File: src/rtl/prod_accumulator.sv
// Sums a stream of signed 32-bit products into a wide accumulator and presents one result per vector.
// Each result is held until downstream takes it; the next vector's first beat can be accepted in that same cycle.
module prod_accumulator #(
  parameter int N_TERMS = 8,
  parameter int ACC_W   = 40
) (
  input  logic             clk,
  input  logic             rst_n,
  input  logic             in_valid,
  output logic             in_ready,
  input  logic [31:0]      in_prod,
  input  logic             in_last,
  input  logic             clr,
  output logic             out_valid,
  input  logic             out_ready,
  output logic [ACC_W-1:0] out_sum,
  output logic [31:0]      out_sat,
  output logic             out_ovf,
  output logic [8:0]       out_count
);

  typedef enum logic {ACCUM = 1'b0, HOLD = 1'b1} state_t;

  localparam logic [8:0] CNT_MAX = 9'(N_TERMS);

  state_t             state_q, state_d;
  logic [ACC_W-1:0]   acc_q, acc_d;
  logic [8:0]         cnt_q, cnt_d;
  logic [ACC_W-1:0]   out_sum_q, out_sum_d;
  logic [31:0]        out_sat_q, out_sat_d;
  logic               out_ovf_q, out_ovf_d;
  logic [8:0]         out_count_q, out_count_d;

  logic               accept;
  logic               closing;
  logic               sum_fits;
  logic [ACC_W-1:0]   prod_ext;
  logic [ACC_W-1:0]   base_acc;
  logic [8:0]         base_cnt;
  logic [ACC_W-1:0]   sum;
  logic [8:0]         cnt_inc;
  logic [31:0]        sat_val;
  logic [ACC_W-32:0]  sum_hi;

  assign in_ready  = (state_q == ACCUM) | out_ready;
  assign accept    = in_valid & in_ready;
  assign out_valid = (state_q == HOLD);
  assign out_sum   = out_sum_q;
  assign out_sat   = out_sat_q;
  assign out_ovf   = out_ovf_q;
  assign out_count = out_count_q;

  // In HOLD, an accepted beat starts a fresh vector, so it adds onto zero.
  always_comb begin
    prod_ext = {{(ACC_W-32){in_prod[31]}}, in_prod};
    base_acc = (state_q == HOLD) ? '0 : acc_q;
    base_cnt = (state_q == HOLD) ? 9'd0 : cnt_q;
    sum      = base_acc + prod_ext;
    cnt_inc  = base_cnt + 9'd1;
    closing  = in_last | (cnt_inc == CNT_MAX);
    // Fits in 32 bits when every bit from 31 upward matches the sign.
    sum_hi   = sum[ACC_W-1:31];
    sum_fits = (&sum_hi) | ~(|sum_hi);
    if (sum_fits)          sat_val = sum[31:0];
    else if (sum[ACC_W-1]) sat_val = 32'h8000_0000;
    else                   sat_val = 32'h7FFF_FFFF;
  end

  always_comb begin
    state_d     = state_q;
    acc_d       = acc_q;
    cnt_d       = cnt_q;
    out_sum_d   = out_sum_q;
    out_sat_d   = out_sat_q;
    out_ovf_d   = out_ovf_q;
    out_count_d = out_count_q;
    case (state_q)
      ACCUM: begin
        if (clr) begin
          acc_d = '0;
          cnt_d = '0;
        end else if (accept) begin
          if (closing) begin
            state_d     = HOLD;
            acc_d       = '0;
            cnt_d       = '0;
            out_sum_d   = sum;
            out_sat_d   = sat_val;
            out_ovf_d   = ~sum_fits;
            out_count_d = cnt_inc;
          end else begin
            acc_d = sum;
            cnt_d = cnt_inc;
          end
        end
      end
      HOLD: begin
        // clr is ignored here so a presented result is never withdrawn.
        if (out_ready) begin
          if (accept && closing) begin
            acc_d       = '0;
            cnt_d       = '0;
            out_sum_d   = sum;
            out_sat_d   = sat_val;
            out_ovf_d   = ~sum_fits;
            out_count_d = cnt_inc;
          end else if (accept) begin
            state_d = ACCUM;
            acc_d   = sum;
            cnt_d   = cnt_inc;
          end else begin
            state_d = ACCUM;
            acc_d   = '0;
            cnt_d   = '0;
          end
        end
      end
      default: state_d = ACCUM;
    endcase
  end

  always_ff @(posedge clk or negedge rst_n) begin
    if (!rst_n) begin
      state_q     <= ACCUM;
      acc_q       <= '0;
      cnt_q       <= '0;
      out_sum_q   <= '0;
      out_sat_q   <= '0;
      out_ovf_q   <= 1'b0;
      out_count_q <= '0;
    end else begin
      state_q     <= state_d;
      acc_q       <= acc_d;
      cnt_q       <= cnt_d;
      out_sum_q   <= out_sum_d;
      out_sat_q   <= out_sat_d;
      out_ovf_q   <= out_ovf_d;
      out_count_q <= out_count_d;
    end
  end

endmodule

File: config.mk
export PLATFORM = sky130hd
export DESIGN_NAME = prod_accumulator
export DESIGN_NICKNAME = d
export VERILOG_FILES = /design/src/rtl/prod_accumulator.sv
export SDC_FILE = /design/constraint.sdc
export NUM_CORES = 1
export LEC_CHECK = 0
export ABC_AREA = 0
export CAP_MARGIN = 10
export CORE_MARGIN = 2
export CORE_UTILIZATION = 49
export CTS_CLUSTER_SIZE = 16
export DETAILED_ROUTE_END_ITERATION = 16
export PLACE_DENSITY_LB_ADDON = 0.3
export RECOVER_POWER = 25
export SYNTH_ARGS = -nofsm -noshare
export SYNTH_HDL_FRONTEND = slang
export SYNTH_SLANG_ARGS = --single-unit
File: constraint.sdc
create_clock -name clk -period 4 [get_ports clk]
set_clock_uncertainty 0.15 [all_clocks]
set_input_delay 0.6 -clock clk [delete_from_list [all_inputs] [get_ports clk]]
set_output_delay 0.6 -clock clk [all_outputs]
set_load 0.005 [all_outputs]
Word level (Yosys, flattened, before mapping)
Index checks and enable logic that the tools add are counted.
{"block": "op_classes", "add_sub_neg": 2, "muxes": 48, "bitwise": 7, "n_eq_ne": 7, "n_reduce_logical": 5}
{"op": "40-bit 2-to-1 mux", "n": 12}
{"op": "32-bit 2-to-1 mux", "n": 7}
{"op": "40-bit one-hot mux with 2 select lines", "n": 2}
{"op": "9-bit 2-to-1 mux", "n": 12}
{"op": "32-bit one-hot mux with 2 select lines", "n": 1}
{"op": "40-bit adder", "n": 1}
{"op": "9-bit one-hot mux with 2 select lines", "n": 2}
{"op": "1-bit 2-to-1 mux", "n": 10}
{"op": "9-bit by 1-bit adder with 9-bit output (second input constant)", "n": 1}
{"op": "9-bit by 4-bit equality test with 1-bit output (second input constant)", "n": 1}
{"op": "9-bit AND reduction", "n": 1}
{"op": "9-bit OR reduction", "n": 1}
{"op": "2-bit != test (second input constant)", "n": 4}
{"op": "5-bit AND reduction", "n": 1}
{"op": "1-bit one-hot mux with 2 select lines", "n": 2}
{"op": "3-bit != test (second input constant)", "n": 1}
{"op": "1-bit NOT", "n": 3}
{"op": "1-bit OR", "n": 3}
{"op": "2-bit by 1-bit != test with 1-bit output (second input constant)", "n": 1}
{"op": "2-bit AND reduction", "n": 1}
{"op": "1-bit AND", "n": 1}
{"op": "1-bit logical AND", "n": 1}
{"block": "word_totals", "inputBits": 38, "out_inout_bits": 84, "elab_cells": 76, "regBits": 132}

Depth between registers and ports, before layout
{"block": "logic_depth", "ltp_word": 10, "ltp_mapped": 19, "mapped_depth_nobuf": 14}

Worst setup path after synthesis
OpenSTA, ideal clock, no wires.
{"block": "synth_path", "path_kind": "register -> register", "start": "register state_q, in the netlist out_valid", "end": "register out_sat_q[26], in the netlist out_sat[26]", "synth_period_minus_slack_ps": 4455, "setup_ps": 124, "arrival_ps": 4182, "t_required_ps": 3726, "path_buffers": 5, "setup_slack_ps": -455, "path_stages_with_launch": 19, "path_cell_list": "dfrtp_1 > clkbuf_1 > clkbuf_1 > clkbuf_1 > nand2b_1 > inv_1 > ha_1 > a211oi_1 > o21ai_1 > a311oi_1 > a211oi_1 > nor4b_1 > nor3_1 > or4_1 > o41ai_2 > and2_1 > buf_4 > buf_6 > a21oi_1"}
{"block": "synth_between", "elab_chain_cells": 10, "word_cells_on_any_way": 28, "cone_classes": "add/sub (2); eq/ne (6); mux (10); bitwise (6); reduce/logical (4)"}
{"element": "start, declared", "line_no": "26", "rtl": "state_t state_q, state_d;"}
{"element": "start signal, assigned", "line_no": "132", "rtl": "state_q <= state_d;"}
{"element": "40-bit 2-to-1 mux", "line_no": "56", "rtl": "base_acc = (state_q == HOLD) ? '0 : acc_q;"}
{"element": "40-bit adder", "line_no": "58", "rtl": "sum = base_acc + prod_ext;"}
{"element": "9-bit OR reduction", "line_no": "63", "rtl": "sum_fits = (&sum_hi) | ~(|sum_hi);"}
{"element": "1-bit NOT", "line_no": "63"}
{"element": "1-bit OR", "line_no": "63"}
{"element": "32-bit 2-to-1 mux", "line_no": "64", "rtl": "if (sum_fits) sat_val = sum[31:0];"}
{"element": "32-bit 2-to-1 mux", "line_no": "83", "rtl": "if (closing) begin"}
{"element": "32-bit 2-to-1 mux", "line_no": "82", "rtl": "end else if (accept) begin"}
{"element": "32-bit 2-to-1 mux", "line_no": "79", "rtl": "if (clr) begin"}
{"element": "32-bit one-hot mux with 2 select lines", "line_no": "77", "rtl": "case (state_q)"}
{"element": "end signal, assigned", "line_no": "136", "rtl": "out_sat_q <= out_sat_d;"}
{"element": "end, declared", "line_no": "30", "rtl": "logic [31:0] out_sat_q, out_sat_d;"}
Several ways; a longest one is shown, not always the timed one. The select of a mux whose other input is x is not followed.
A chain may end at the register's enable or synchronous reset.

Worst setup path in the final report
{"block": "layout_path", "start": "register state_q, in the netlist out_valid", "end": "register out_sat_q[20], in the netlist out_sat[20]"}
The elaborated chain is that of the path after synthesis.

==> key figures <==
Run status
  – Run status: finished with violations
  – Violated checks: max-capacitance violations, max-slew violations, negative setup slack

Hold path
  – Worst Hold Launch: out_sum[32]
  – Hold Path Class: reg2reg
  – Hold Path Sink: out_sum[32]
  – Hold depth: 2

Critical path
  – Setup crit start kind: flop
  – Crit path kind: reg2reg
  – Reg-to-Reg Start: out_valid
  – Crit path buf inv count: 5
  – Reg2Reg Setup Slack: -0.27 ns
  – Reg2Reg Depth: 16
  – CP Data Required Time: 4.16 ns
  – Top delay family on crit path: simple AND/OR/NAND/NOR gates
  – Crit path cell chain: buf_12 > buf_12 > clkbuf_16 > nor2b_4 > ha_4 > nand4_1 > nor4_4 > nor3b_4 > or2_1 > a311oi_2 > buf_4 > or4_4 > o41ai_4 > buf_4 > nor2_4 > a221o_2
  – Crit path largest cell delay: 0.44 ns
  – Reg-to-Reg End: out_sat[20]
  – Crit-path slowest cell: dfrtp_2
  – Endpoint class of the critical path: flop
  – Crit path DAT: 4.43 ns
  – CP Max Fanout: 6

STA
  – Hold Fails Final Rpt: 0
  – Setup ws final: -0.269 ns
  – RSZ-0062 raised after global routing: yes
  – FMAX: 234 MHz
  – Final setup vio count: 32
  – Slew Limit Headroom: -54.5%
  – Crit path time final: 4.27 ns
  – Final Max Tran Viols: 87
  – Period utilization: 107%
  – Setup_tns: -7.12 ns
  – Hold Worst Slack: 0.318 ns
  – Worst-Margin Slew: 2.32 ns

Clocking
  – CTS max path bufs: 2
  – CTS tree: yes
  – H-tree lvl count: 4
  – CTS Hold Bufs: 0
  – CTS buffer count: 17
  – Clk slew on worst S/H paths: 0.06 ns
  – Clock latency on the worst-skew pair: 0.43 ns
  – Clock Tree Root: clkbuf_16
  – # clock sinks: 132

Synth
  – Cell Area, Synth: 7970 um2
  – Syn nets: 976
  – Post-synthesis register bit count: 132
  – Post-synth cell types: 70
  – Yosys top cell by area: dfrtp_1
  – FFs w/ async S/R, synth: 100%
  – Number of flops mapped to enable cells by yosys: 0
  – Synth top area share: 41.5%
  – Synthesis Warnings: 0
  – Most used DFF post-synth: dfrtp_1
  – Post-synthesis cell count: 897
  – Top post-synthesis cells by area: dfrtp_1 (41%), nand2_1 (8.7%), ha_1 (6.3%), a22o_1 (4.0%), a21oi_1 (3.5%)
  – Avg Cell Area, Syn: 8.88 um2
  – Seq/Total Area, Yosys: 41.5%

Pwr
  – Leakage: 5.61 nW
  – Pwr/cell area: 436 nW/um2
  – Max VDD drop: 369 uV

Finish
  – Fin cells: 1,404
  – Nets: 1,254
  – Fraction of layout cells with a size suffix above 1: 29.5%
  – P&R area growth vs syn: 51.0%
  – Antenna cells: 0

Drt
  – Pre-antenna DRT Iters: 7
  – Via count: 8,183
  – ANT nets after route: 0
  – Vias per inst: 5.83
  – Detailed-route DRC error count: 0
  – WL/cell: 20.0 um
  – Final WL: 28,100 um
  – 1st-iter DRT viols: 758

Place
  – Pre-CTS setup slack: -0.622 ns
  – Final HPWL DP: 17,400 um
  – Port buffer count: 121
  – Placed cells: 1,339
  – Final Wtd Congestion: 0.909

GRT
  – Number of global-route vias before repair: 7,768
  – Largest net degree at the start of global routing: 88
  – First-pass GRT wire length: 39,900 um
  – Initial antenna violation count: 0
  – GRT Util Overall: 28.9%
  – Remaining global-route overflow: 0

Floorplanning
  – Row cnt: 46
  – Area of the die: 17,300 um2
  – Initial Utilization: 50.2%
  – Die Y: 132 um
  – Core area: 15,900 um2
  – Ports: 122
  – Die width: 132 um

Job
  – Max Cap Viol: 1
-- state kept, by name (all words and copies together), names as in the netlist --
signal,cells
out_valid,1
acc_q,40
out_ovf,1
out_sum,40
out_count,9
out_sat,32
cnt_q,9
-- cell type report --
| cell class | count | area, um2 |
|---|---|---|
| fill | 1102 | 3850 |
| tap | 216 | 270 |
| sequential | 132 | 3300 |
| timing repair buffer | 313 | 2910 |
| inverter | 14 | 52.6 |
| clock buffer | 21 | 450 |
| multi-input combinational | 697 | 4940 |
| clock inverter | 11 | 103 |
-- worst register-to-register path, stage by stage (launching register included) --
cell and delay, ns:
dfrtp_2 0.44, buf_12 0.14, buf_12 0.13, clkbuf_16 0.17, nor2b_4 0.13, ha_4 0.16, nand4_1 0.19, nor4_4 0.41
nor3b_4 0.42, or2_1 0.21, a311oi_2 0.12, buf_4 0.17, or4_4 0.44, o41ai_4 0.32, buf_4 0.19, nor2_4 0.05
a221o_2 0.31
-- synth_stat cells (10+ instances only) --
master,n
a21o_1,15
nand2b_1,14
a21oi_2,18
clkbuf_1,33
a21oi_1,56
nand4_1,15
o21ai_0,52
nor2b_1,44
ha_1,40
nor2_1,55
nor3_1,11
xnor2_1,23
xor2_1,19
nand2_1,184
inv_1,14
nand3_1,15
dfrtp_1,132
a22o_1,36
buf_2,10
-- worst max-delay path by stage --
stage,start,end,cells past startpoint
after floorplan,out_valid,out_sat[6],18
after global placement,in_prod[31],out_sat[13],13
after detailed placement,in_prod[1],out_sat[13],14
after CTS,out_valid,out_sat[13],16
after global routing,out_valid,out_sat[27],16
final,out_valid,out_sat[20],16
-- timing repair --
item,in CTS,in global routing
resized for setup,36,76
setup buffers,4,21
pin swaps,7,23
gates cloned,2,6
setup endpoints to repair,32,76
-- cells in the final DEF, fill, tap and decap left out, drive strengths merged, types with 4 or more instances in the layout --
cell	Yosys	routed
buf	20	187
nand2	184	184
dfrtp	132	132
clkdlybuf4s50	0	120
a21oi	74	74
o21ai	56	56
nor2	55	55
nor2b	44	44
ha	40	40
a22o	36	36
clkbuf	34	27
xnor2	23	23
xor2	19	19
inv	14	17
a21o	16	16
nand4	15	15
nand3	15	15
nand2b	14	14
nor3	12	12
a211oi	8	8
and2	7	7
o21a	6	6
o31ai	6	6
o211ai	5	5
a221o	5	5
a311o	4	4
clkinv	0	4
a31oi	4	4
nor4	4	4
-- layer usage --
metal	wire length (um)	share of wire, %	up-vias	global-route usage [%]
li1	-	-	3702	-
met1	11300	40	3950	37.2
met2	13100	47	403	46.4
met3	2400	8.5	128	8.18
met4	1340	4.8	0	11.0
met5	0	0	-	0
-- cell families (layout without fill, tap and decap cells) --
family | after synthesis | after routing | synth area share [%]
fa+ha+maj | 41 | 41 | 6.53
flops | 132 | 132 | 41.5
mux | 3 | 3 | 0.408
buf+inv | 68 | 359 | 3.94
simple gates | 367 | 367 | 21.2
xor+xnor | 42 | 42 | 4.62
compound gates | 244 | 244 | 21.9
-- where the power goes --
| group | switching (W) | total [W] | internal, W |
|---|---|---|---|
| Sequential | 0.000165 | 0.00176 | 0.00159 |
| Clock | 0.000634 | 0.00151 | 0.000873 |
| Combinational | 0.000936 | 0.00198 | 0.00105 |
| Total | 0.00174 | 0.00525 | 0.00351 |
-- metrics by stage --
step                      util (%)  area (um2)  total power, W
after global placement        66.6       10600         0.00344
after CTS                     71.7       11400         0.00504
after global routing          75.8       12000         0.00547
after detailed placement      66.6       10600         0.00347
final                         75.8       12000         0.00525
after floorplan                  -        8110         0.00252
No activity file was read; power rests on OpenSTA's default activity.
